[src/rtl/servo_pkg.sv]
// Shared definitions for the servo ramp controller: FSM state encoding,
// default frame/duty constants and the duty clamp helper.
package servo_pkg;

  typedef enum logic [1:0] {
    ST_IDLE = 2'd0,
    ST_RAMP = 2'd1,
    ST_HOLD = 2'd2
  } servo_state_e;

  localparam int DEF_PERIOD   = 40;
  localparam int DEF_DUTY_MIN = 2;
  localparam int DEF_DUTY_MAX = 4;

  // Clamp a requested duty into [lo, hi]; lo <= hi is assumed.
  function automatic logic [31:0] clamp_duty(input logic [31:0] value,
                                             input logic [31:0] lo,
                                             input logic [31:0] hi);
    logic [31:0] res;
    res = value;
    if (value < lo) begin
      res = lo;
    end else if (value > hi) begin
      res = hi;
    end
    return res;
  endfunction

endpackage

[src/rtl/servo_frame_gen.sv]
// PWM frame generator: free-running period counter, per-frame duty latch and
// registered servo pin. The duty is captured only at the frame boundary so a
// frame is never cut short or stretched by a mid-frame duty update.
module servo_frame_gen
  import servo_pkg::*;
#(
  parameter int PERIOD     = DEF_PERIOD,
  parameter int W          = 32,
  parameter int RESET_DUTY = DEF_DUTY_MIN
) (
  input  logic         clk,
  input  logic         rst_n,
  input  logic [W-1:0] duty_i,
  output logic         frame_end_o,
  output logic         servo_o
);

  localparam int CW = $clog2(PERIOD);

  logic [CW-1:0] period_cnt_q;
  logic [W-1:0]  duty_latched_q;
  logic          servo_q;

  assign frame_end_o = (period_cnt_q == CW'(PERIOD - 1));
  assign servo_o     = servo_q;

  // Period counter, frame-boundary duty latch and registered PWM compare.
  always_ff @(posedge clk or negedge rst_n) begin
    if (!rst_n) begin
      period_cnt_q   <= '0;
      duty_latched_q <= W'(RESET_DUTY);
      servo_q        <= 1'b0;
    end else begin
      servo_q <= (W'(period_cnt_q) < duty_latched_q);
      if (frame_end_o) begin
        period_cnt_q   <= '0;
        duty_latched_q <= duty_i;
      end else begin
        period_cnt_q <= period_cnt_q + CW'(1);
      end
    end
  end

endmodule

[src/rtl/servo_ramp_ctrl.sv]
// Slew-rate-limited servo position controller. Commands arrive over a
// valid/ready handshake, are clamped to the legal duty range, and the applied
// duty walks toward the target by at most STEP once every UPDATE_PERIODS frames.
//
//   state   | meaning
//   --------+-----------------------------------------------------------
//   ST_IDLE | duty equals target, nothing to do (hold is ignored)
//   ST_RAMP | stepping duty toward target on each step_tick
//   ST_HOLD | ramp frozen by hold; frames keep running at current duty
module servo_ramp_ctrl
  import servo_pkg::*;
#(
  parameter int CLK_FREQ       = 25_000_000,
  parameter int PERIOD         = DEF_PERIOD,
  parameter int DUTY_MIN       = DEF_DUTY_MIN,
  parameter int DUTY_MAX       = DEF_DUTY_MAX,
  parameter int STEP           = 1,
  parameter int UPDATE_PERIODS = 5,
  parameter int W              = 32
) (
  input  logic         clk,
  input  logic         rst_n,
  input  logic         cmd_valid,
  output logic         cmd_ready,
  input  logic [W-1:0] cmd_target,
  input  logic         hold,
  output logic [W-1:0] duty_cycle,
  output logic         at_target,
  output logic         clamp_err,
  output logic         servo_out
);

  if (CLK_FREQ <= 0 || PERIOD < 2 || DUTY_MIN > DUTY_MAX || DUTY_MAX >= PERIOD ||
      STEP < 1 || UPDATE_PERIODS < 1) begin : g_param_check
    $error("servo_ramp_ctrl: illegal parameter combination");
  end

  localparam int FW = (UPDATE_PERIODS > 1) ? $clog2(UPDATE_PERIODS) : 1;
  localparam logic [W-1:0]  MIN_W    = W'(DUTY_MIN);
  localparam logic [W-1:0]  STEP_W   = W'(STEP);
  localparam logic [FW-1:0] FRAME_LAST = FW'(UPDATE_PERIODS - 1);

  servo_state_e  state_q;
  logic          cmd_ready_q;
  logic [W-1:0]  target_q;
  logic [W-1:0]  target_d;
  logic [W-1:0]  duty_q;
  logic [W-1:0]  duty_step_d;
  logic          step_done;
  logic          clamp_err_q;
  logic          at_target_q;
  logic [FW-1:0] frame_cnt_q;
  logic          frame_end;
  logic          step_tick;
  logic          accept;

  assign accept     = cmd_valid & cmd_ready_q;
  assign target_d   = W'(clamp_duty(32'(cmd_target), 32'(DUTY_MIN), 32'(DUTY_MAX)));
  assign step_tick  = frame_end & (frame_cnt_q == FRAME_LAST);

  assign cmd_ready  = cmd_ready_q;
  assign duty_cycle = duty_q;
  assign at_target  = at_target_q;
  assign clamp_err  = clamp_err_q;

  servo_frame_gen #(
    .PERIOD     (PERIOD),
    .W          (W),
    .RESET_DUTY (DUTY_MIN)
  ) u_frame_gen (
    .clk         (clk),
    .rst_n       (rst_n),
    .duty_i      (duty_q),
    .frame_end_o (frame_end),
    .servo_o     (servo_out)
  );

  // Handshake, target capture, clamp flag and the lagging at_target compare.
  always_ff @(posedge clk or negedge rst_n) begin
    if (!rst_n) begin
      cmd_ready_q <= 1'b0;
      target_q    <= MIN_W;
      clamp_err_q <= 1'b0;
      at_target_q <= 1'b1;
    end else begin
      cmd_ready_q <= 1'b1;
      clamp_err_q <= accept & (target_d != cmd_target);
      at_target_q <= (duty_q == target_q);
      if (accept) begin
        target_q <= target_d;
      end
    end
  end

  // Frame counter that paces the ramp; runs in every state.
  always_ff @(posedge clk or negedge rst_n) begin
    if (!rst_n) begin
      frame_cnt_q <= '0;
    end else if (frame_end) begin
      if (frame_cnt_q == FRAME_LAST) begin
        frame_cnt_q <= '0;
      end else begin
        frame_cnt_q <= frame_cnt_q + FW'(1);
      end
    end
  end

  // Next duty one step toward target; compare first so unsigned math never wraps.
  always_comb begin
    duty_step_d = duty_q;
    step_done   = 1'b0;
    if (target_q >= duty_q) begin
      if ((target_q - duty_q) <= STEP_W) begin
        duty_step_d = target_q;
        step_done   = 1'b1;
      end else begin
        duty_step_d = duty_q + STEP_W;
      end
    end else begin
      if ((duty_q - target_q) <= STEP_W) begin
        duty_step_d = target_q;
        step_done   = 1'b1;
      end else begin
        duty_step_d = duty_q - STEP_W;
      end
    end
  end

  // Ramp FSM; hold takes priority over a coincident step_tick.
  always_ff @(posedge clk or negedge rst_n) begin
    if (!rst_n) begin
      state_q <= ST_IDLE;
      duty_q  <= MIN_W;
    end else begin
      case (state_q)
        ST_IDLE: begin
          if (target_q != duty_q) begin
            state_q <= ST_RAMP;
          end
        end
        ST_RAMP: begin
          if (hold) begin
            state_q <= ST_HOLD;
          end else if (step_tick) begin
            duty_q <= duty_step_d;
            if (step_done) begin
              state_q <= ST_IDLE;
            end
          end
        end
        ST_HOLD: begin
          if (!hold) begin
            state_q <= (target_q == duty_q) ? ST_IDLE : ST_RAMP;
          end
        end
        default: state_q <= ST_IDLE;
      endcase
    end
  end

endmodule

[config.mk]
export PLATFORM = sky130hd
export DESIGN_NAME = servo_ramp_ctrl
export DESIGN_NICKNAME = d
export VERILOG_FILES = /design/src/rtl/servo_pkg.sv /design/src/rtl/servo_frame_gen.sv /design/src/rtl/servo_ramp_ctrl.sv
export SDC_FILE = /design/constraint.sdc
export NUM_CORES = 1
export LEC_CHECK = 0
export CAP_MARGIN = 20
export CORE_ASPECT_RATIO = 0.8
export CORE_MARGIN = 1
export CORE_UTILIZATION = 45
export DETAILED_ROUTE_END_ITERATION = 10
export PLACE_DENSITY = 0.73
export SYNTH_ARGS = -nofsm -noshare
export SYNTH_HDL_FRONTEND = slang
export SYNTH_SLANG_ARGS = --single-unit
[constraint.sdc]
create_clock -name clk -period 10.68 [get_ports clk]
set_clock_uncertainty 0.1 [all_clocks]
set_input_delay 2.67 -clock clk [delete_from_list [all_inputs] [get_ports clk]]
set_output_delay 2.67 -clock clk [all_outputs]
set_load 0.01 [all_outputs]
==> impl_metrics.toml, run 1 <==
[clock_network]
postCtsHoldBufs = 0
cts_made_buffers = 9
clock_latency_ns = 0.36
cts-root-buf = "clkbuf_16"
postCtsSetupBuffers = 0
cts_tree = "done"
cts-resized-gates = 0
path_clk_slew_ns = 0.07
cts.sinks = 111
cts_htree_levels = 3
cts_buffer_depth = 2

[floorplan]
core_area_mm2 = 0.02174
die-area_mm2 = 0.02299
fp.dieW_um = 169.3
initial_utilization_pct = 46.33
num_rows = 48
pin_count = 72
die_h_um = 135.8

[drt]
drt_iter0_markers = 1422
ant_nets = 0
wl_mm = 33.52
viasPerCell = 6.345
vias = 10180
wl_per_cell_um = 20.90
drtPass1Iterations = 7
drcViolationCount = 0

[layout]
num_antenna_cells = 0
final_nets = 1410
final_area_mm2 = 0.01119
syn_to_final_growth_pct = 11.05
drive_gt1_share_pct = 6.748

[hold_path]
hold_class = "flop to flop"
worstHoldStart = "u_frame_gen.period_cnt_q[0]"

[synth]
async_flop_share_pct = 100.0
avgSynthCellArea_um2 = 7.851
synth_seq_cells = 111
yosysSeqAreaShare_pct = 27.62
synth-edff-count = 0
synth-main-ff-cell = "dfrtp_1"
yosysWarnings = 0
netlist_area_mm2 = 0.01007
synth_nets = 1394
ys_types = 78
syn_inst = 1283

[place]
hpwl_mm = 26.09
io_buffers = 71
postPlaceCellArea_mm2 = 0.01088
globalplace.congestion = 1.017

[sta]
setup_viol = 0
max_freq_ghz = 0.1677
final.setup.tns_ns = 0
hold_viol = 0
period_needed_ns = 5.961
rsz0062_at_grt = "false"
final.period_utilization_pct = 55.82
relSlewSlack_pct = 23.65
slew_viol_final = 0
worst_pin_slew_ns = 1.135

[setup_path]
path_cells = "inv_1 -> ha_1 -> nand4_1 -> nor3_1 -> o211ai_1 -> o211ai_1 -> a211oi_1 -> a2111oi_2 -> nand4_1 -> or4_1 -> and2_1 -> buf_4 -> nor2_1 -> nand2_1 -> o221a_2"
cpPeakStageDelay_ns = 0.69
crit_path_start_kind = "flop"
cp.required_ns = 10.82
arrival_ns = 6.10
crit_family = "simple AND/OR/NAND/NOR gates"
cp_max_fo = 45
crit_start = "duty_cycle[15]"
slowest_stage = "nor3_1"
critPathCaptureType = "flop"
reg2reg_from = "duty_cycle[15]"
crit_buf_inv = 2
critPathKind = "flop to flop"

[global_routing]
grt_pass1_wl_mm = 52.87
gr-total-overflow = 0
grt_antenna_before_repair = 0
grt_pass1_vias = 9444
grt_usage_pct = 29.61
grt_max_degree = 63

[pwr]
ir_worst_vdd_mv = 0.07967
switching_share_pct = 21.77
switching_power_uw = 177.2
pwr-share-clk_pct = 43.1
pwr-share-comb_pct = 4.4
internal-power_uw = 636.8
power.static_leakage_uw = 0.004627
power_density_mw_per_mm2 = 72.77
seqPwrFrac_pct = 52.5

[status]
status = "finished clean"

[run]
cap_violations = 0
-- routing by layer --
metal  share of wire [%]  track usage, %  vias to the layer above  wire length [um]
met2                  44           45.45                      496             14590
met5                   0               0                        -                 0
met1                  46           42.38                     4893             15340
met3                 8.9           6.754                       65              2991
li1                    -               -                     4723                 -
met4                 1.8           6.106                        0               598
-- cells in the final DEF, fill, tap and decap left out, types with 10 or more instances in the layout --
cell / netlist / routed
a21oi_1: 144 / 143
ha_1: 73 / 73
clkdlybuf4s50_1: 0 / 70
o21ai_1: 16 / 16
a211oi_1: 14 / 14
nor2_1: 89 / 87
o211ai_1: 16 / 16
a22oi_1: 22 / 22
or3_1: 10 / 10
inv_1: 87 / 87
nand3_1: 45 / 45
mux2_2: 28 / 28
a31oi_1: 16 / 16
and2_1: 12 / 12
nor3_1: 46 / 46
nand4_1: 30 / 30
nand2b_1: 16 / 16
nand2_1: 110 / 110
xnor2_1: 36 / 36
dfrtp_1: 107 / 107
o21ai_0: 75 / 75
nor4_1: 24 / 24
a21o_1: 16 / 16
-- worst paths after layout --
kind                            slack (ns)                           to  cells past startpoint
worst max-delay path                  4.72               duty_cycle[13]                     15
worst max register to register        4.72               duty_cycle[13]                     15
worst min-delay path                  0.38  u_frame_gen.period_cnt_q[0]                      1
min in group asynchronous             2.22                 target_q[29]                      1
worst min register to register        0.38  u_frame_gen.period_cnt_q[0]                      1
max in group asynchronous             7.01  u_frame_gen.period_cnt_q[2]                      2
-- power by group through the flow --
| stage | combinational, uW | clock (uW) | sequential, uW |
|---|---|---|---|
| CTS | 36.6 | 355 | 427 |
| global route | 40.6 | 370 | 428 |
| finish | 35.9 | 351 | 427 |
| detailed placement | 36.4 | 0 | 436 |
| global placement | 35.9 | 0 | 435 |
| floorplan | 10.4 | 0 | 435 |
-- cell families (layout without fill, tap and decap cells) --
family | after synthesis | count (layout) | synth area share [%]
DFF | 111 | 111 | 27.62
muxes | 35 | 35 | 3.826
xor gates and xnor gates | 45 | 45 | 3.913
adders and majority gates | 75 | 75 | 9.465
other | 1 | 1 | 0.03723
AOI/OAI and AO/OA | 427 | 427 | 27.25
buffers and inverters | 161 | 182 | 6.807
and+or+nand+nor | 428 | 428 | 21.08
-- state kept, by name, indices dropped and copies added (netlist names) --
signal,count
state_q,2
at_target,1
cmd_ready,1
u_frame_gen.period_cnt_q,6
u_frame_gen.duty_latched_q,32
u_frame_gen.servo_o,1
clamp_err,1
frame_cnt_q,3
target_q,32
duty_cycle,32
-- area by class of cell --
type | instances | area [um2]
clock buffer | 12 | 256.5
fill | 2148 | 10550
sequential | 111 | 2783
tap | 300 | 375.4
inverter | 87 | 326.6
multi-input combinational | 1011 | 6626
clock inverter | 4 | 51.30
timing repair buffer | 79 | 768.2
-- per-stage QoR --
step / setup WS [ns] / std cells / hold slack [ns] / util [%] / total power [uW]
CTS: 4.942 / 1604 / 0.3853 / 51.46 / 819.1
floorplan: 6.338 / 1283 / 0.3459 / - / 445.6
detailed placement: 4.947 / 1588 / 0.3774 / 50.04 / 472.0
global route: 4.561 / 1604 / 0.3918 / 51.46 / 838.8
finish: 4.719 / 1604 / 0.3808 / 51.46 / 814.1
global placement: 4.920 / 1588 / 0.3686 / 50.04 / 471.1
-- worst register-to-register path, cell delays in order, from the launching register on --
cell,delay (ns)
dfrtp_1,0.64
inv_1,0.17
ha_1,0.61
nand4_1,0.24
nor3_1,0.69
o211ai_1,0.36
o211ai_1,0.26
a211oi_1,0.11
a2111oi_2,0.41
nand4_1,0.21
or4_1,0.62
and2_1,0.19
buf_4,0.28
nor2_1,0.37
nand2_1,0.25
o221a_2,0.34
-- synthesized netlist by cell type (8+ instances only) --
| cell | instances | area (um2) |
|---|---|---|
| xnor2_1 | 36 | 315.3 |
| nor2_1 | 89 | 334.1 |
| dfrtp_1 | 107 | 2678 |
| a31oi_1 | 16 | 100.1 |
| and3_1 | 9 | 56.30 |
| o21ai_1 | 16 | 80.08 |
| clkbuf_1 | 44 | 165.2 |
| o211ai_1 | 16 | 120.1 |
| xor2_1 | 9 | 78.83 |
| nand4_1 | 30 | 187.7 |
| nor3_1 | 46 | 230.2 |
| nand2_1 | 110 | 412.9 |
| nand3_1 | 45 | 225.2 |
| a21o_1 | 16 | 120.1 |
| a21oi_1 | 144 | 720.7 |
| nor3b_1 | 9 | 67.56 |
| nor4_1 | 24 | 150.1 |
| and2_1 | 12 | 75.07 |
| a221oi_1 | 8 | 70.07 |
| o21bai_1 | 9 | 67.56 |
| buf_2 | 17 | 85.08 |
| inv_1 | 87 | 326.6 |
| a22oi_1 | 22 | 165.2 |
| a211oi_1 | 14 | 105.1 |
| o21ai_0 | 75 | 375.4 |
| buf_6 | 8 | 90.09 |
| mux2_2 | 28 | 315.3 |
| nand2b_1 | 16 | 100.1 |
| or3_1 | 10 | 62.56 |
| ha_1 | 73 | 913.4 |
Power figures use the tool's default switching activity.
==> run 2, diff against run 1 <==
==> constraint.sdc (replaced) <==
create_clock -name clk -period 6.1 [get_ports clk]
set_clock_uncertainty 0.1 [all_clocks]
set_input_delay 1.525 -clock clk [delete_from_list [all_inputs] [get_ports clk]]
set_output_delay 1.525 -clock clk [all_outputs]
set_load 0.01 [all_outputs]
==> impl_metrics.toml, run 2 (same netlist as run 1, synthesis figures left out) <==
[pwr]
power.static_leakage_uw = 0.004667
ir_worst_vdd_mv = 0.1430
pwr-share-clk_pct = 41.0
switching_share_pct = 23.32
fin_total_pwr_uw = 1379
internal-power_uw = 1057
pwr-share-comb_pct = 4.7
seqPwrFrac_pct = 54.3
power_density_mw_per_mm2 = 122.6
switching_power_uw = 321.6

[clock_network]
cts.sinks = 111
cts_made_buffers = 9
cts-root-buf = "clkbuf_16"
path_clk_slew_ns = 0.08
postCtsSetupBuffers = 0
cts_htree_levels = 3
clock_latency_ns = 0.35
postCtsHoldBufs = 0
cts_buffer_depth = 2
cts_tree = "done"
cts-resized-gates = 0

[layout]
nFillCells = 2175
drive_gt1_share_pct = 7.464
fin_cells = 1614
final_nets = 1419
syn_to_final_growth_pct = 11.65
layout_commonest_cell = "a21oi_1"
final_cell_mix = "a21oi_1, nand2_1, dfrtp_1"
postLayoutCoreUtil_pct = 51.73

[sta]
period_needed_ns = 5.704
max_freq_ghz = 0.1753
setup_viol = 0
hold_viol = 0
relSlewSlack_pct = 28.12
final.setup.tns_ns = 0
timing.final.ws_setup_ns = 0.3959
final.period_utilization_pct = 93.51
slew_viol_final = 0
worst_pin_slew_ns = 1.068
rsz0062_at_grt = "false"

[setup_path]
crit_family = "simple AND/OR/NAND/NOR gates"
slowest_stage = "dfrtp_1"
cp.required_ns = 6.24
crit_buf_inv = 1
r2r_slack_ns = 0.40
path_cells = "inv_1 -> ha_1 -> a21oi_1 -> o21ai_0 -> a221oi_2 -> a21oi_1 -> or4_1 -> a22oi_1 -> nand4_1 -> or4_1 -> and2_1 -> nor2_1 -> nand2_1 -> o221a_2"
crit_path_start_kind = "flop"
cpPeakStageDelay_ns = 0.67
critPathCaptureType = "flop"
arrival_ns = 5.84
cp_max_fo = 14
critPathKind = "flop to flop"

[place]
io_buffers = 71
hpwl_mm = 26.49
dp_slack_ns = 0.5669
placed_cells = 1595
globalplace.congestion = 0.9889

[floorplan]
die_h_um = 135.8
pin_count = 72
initial_utilization_pct = 46.33
die-area_mm2 = 0.02299
num_rows = 48
fp.dieW_um = 169.3
core_area_mm2 = 0.02174

[hold_path]
hold_class = "flop to flop"

[drt]
vias = 10170
wl_mm = 33.64
drcViolationCount = 0
viasPerCell = 6.301
drt_iter0_markers = 1286
wl_per_cell_um = 20.84
ant_nets = 0
drtPass1Iterations = 6

[status]
status = "finished clean"

[global_routing]
grt_antenna_before_repair = 2
grt_usage_pct = 29.35
grt_pass1_vias = 9296
grt_max_degree = 77
gr-total-overflow = 0
grt_pass1_wl_mm = 52.37

[run]
cap_violations = 0
[run 2: routing by layer]
layer,wire length (um),GRT usage (%),vias up
li1,-,-,4751
met1,15360,42.29,4877
met2,14560,45.04,490
met3,2970,5.590,52
met4,752,7.207,0
met5,0,0,-
[run 2: area by class of cell]
type	count	area, um2	share of cell area, %
Timing Repair Buffer	88	853.3	7.587
Tap cell	300	375.4	3.337
Sequential cell	111	2783	24.74
Inverter	87	326.6	2.904
Clock inverter	7	55.05	0.4895
Antenna cell	1	2.502	0.02225
Multi-Input combinational cell	1011	6626	58.92
Clock buffer	9	225.2	2.002
[run 2: path summary, 6_finish.rpt]
kind,end,cells past startpoint,from
setup reg to reg,duty_cycle[13],14,duty_cycle[17]
min in group asynchronous,target_q[29],1,rst_n
hold / removal,u_frame_gen.period_cnt_q[0],1,u_frame_gen.period_cnt_q[0]
hold reg to reg,u_frame_gen.period_cnt_q[0],1,u_frame_gen.period_cnt_q[0]
max in group asynchronous,duty_cycle[17],2,rst_n
setup / recovery,duty_cycle[13],14,duty_cycle[17]
[run 2: per-stage QoR]
step | instance area, um2 | hold WS [ns]
floorplan | 10070 | 0.3459
global placement | 10930 | 0.3685
detailed placement | 10930 | 0.3752
CTS | 11210 | 0.3827
global route | 11240 | 0.4070
finish | 11250 | 0.3748
[run 2: power by group through the flow]
stage          sequential [uW]  clock, uW  combinational [uW]
3_3_place_gp               762          0                62.1
3_5_place_dp               763          0                63.9
4_1_cts                    749        577                63.7
6_report                   749        565                64.6
5_1_grt                    749        603                73.2
2_1_floorplan              762          0                18.2
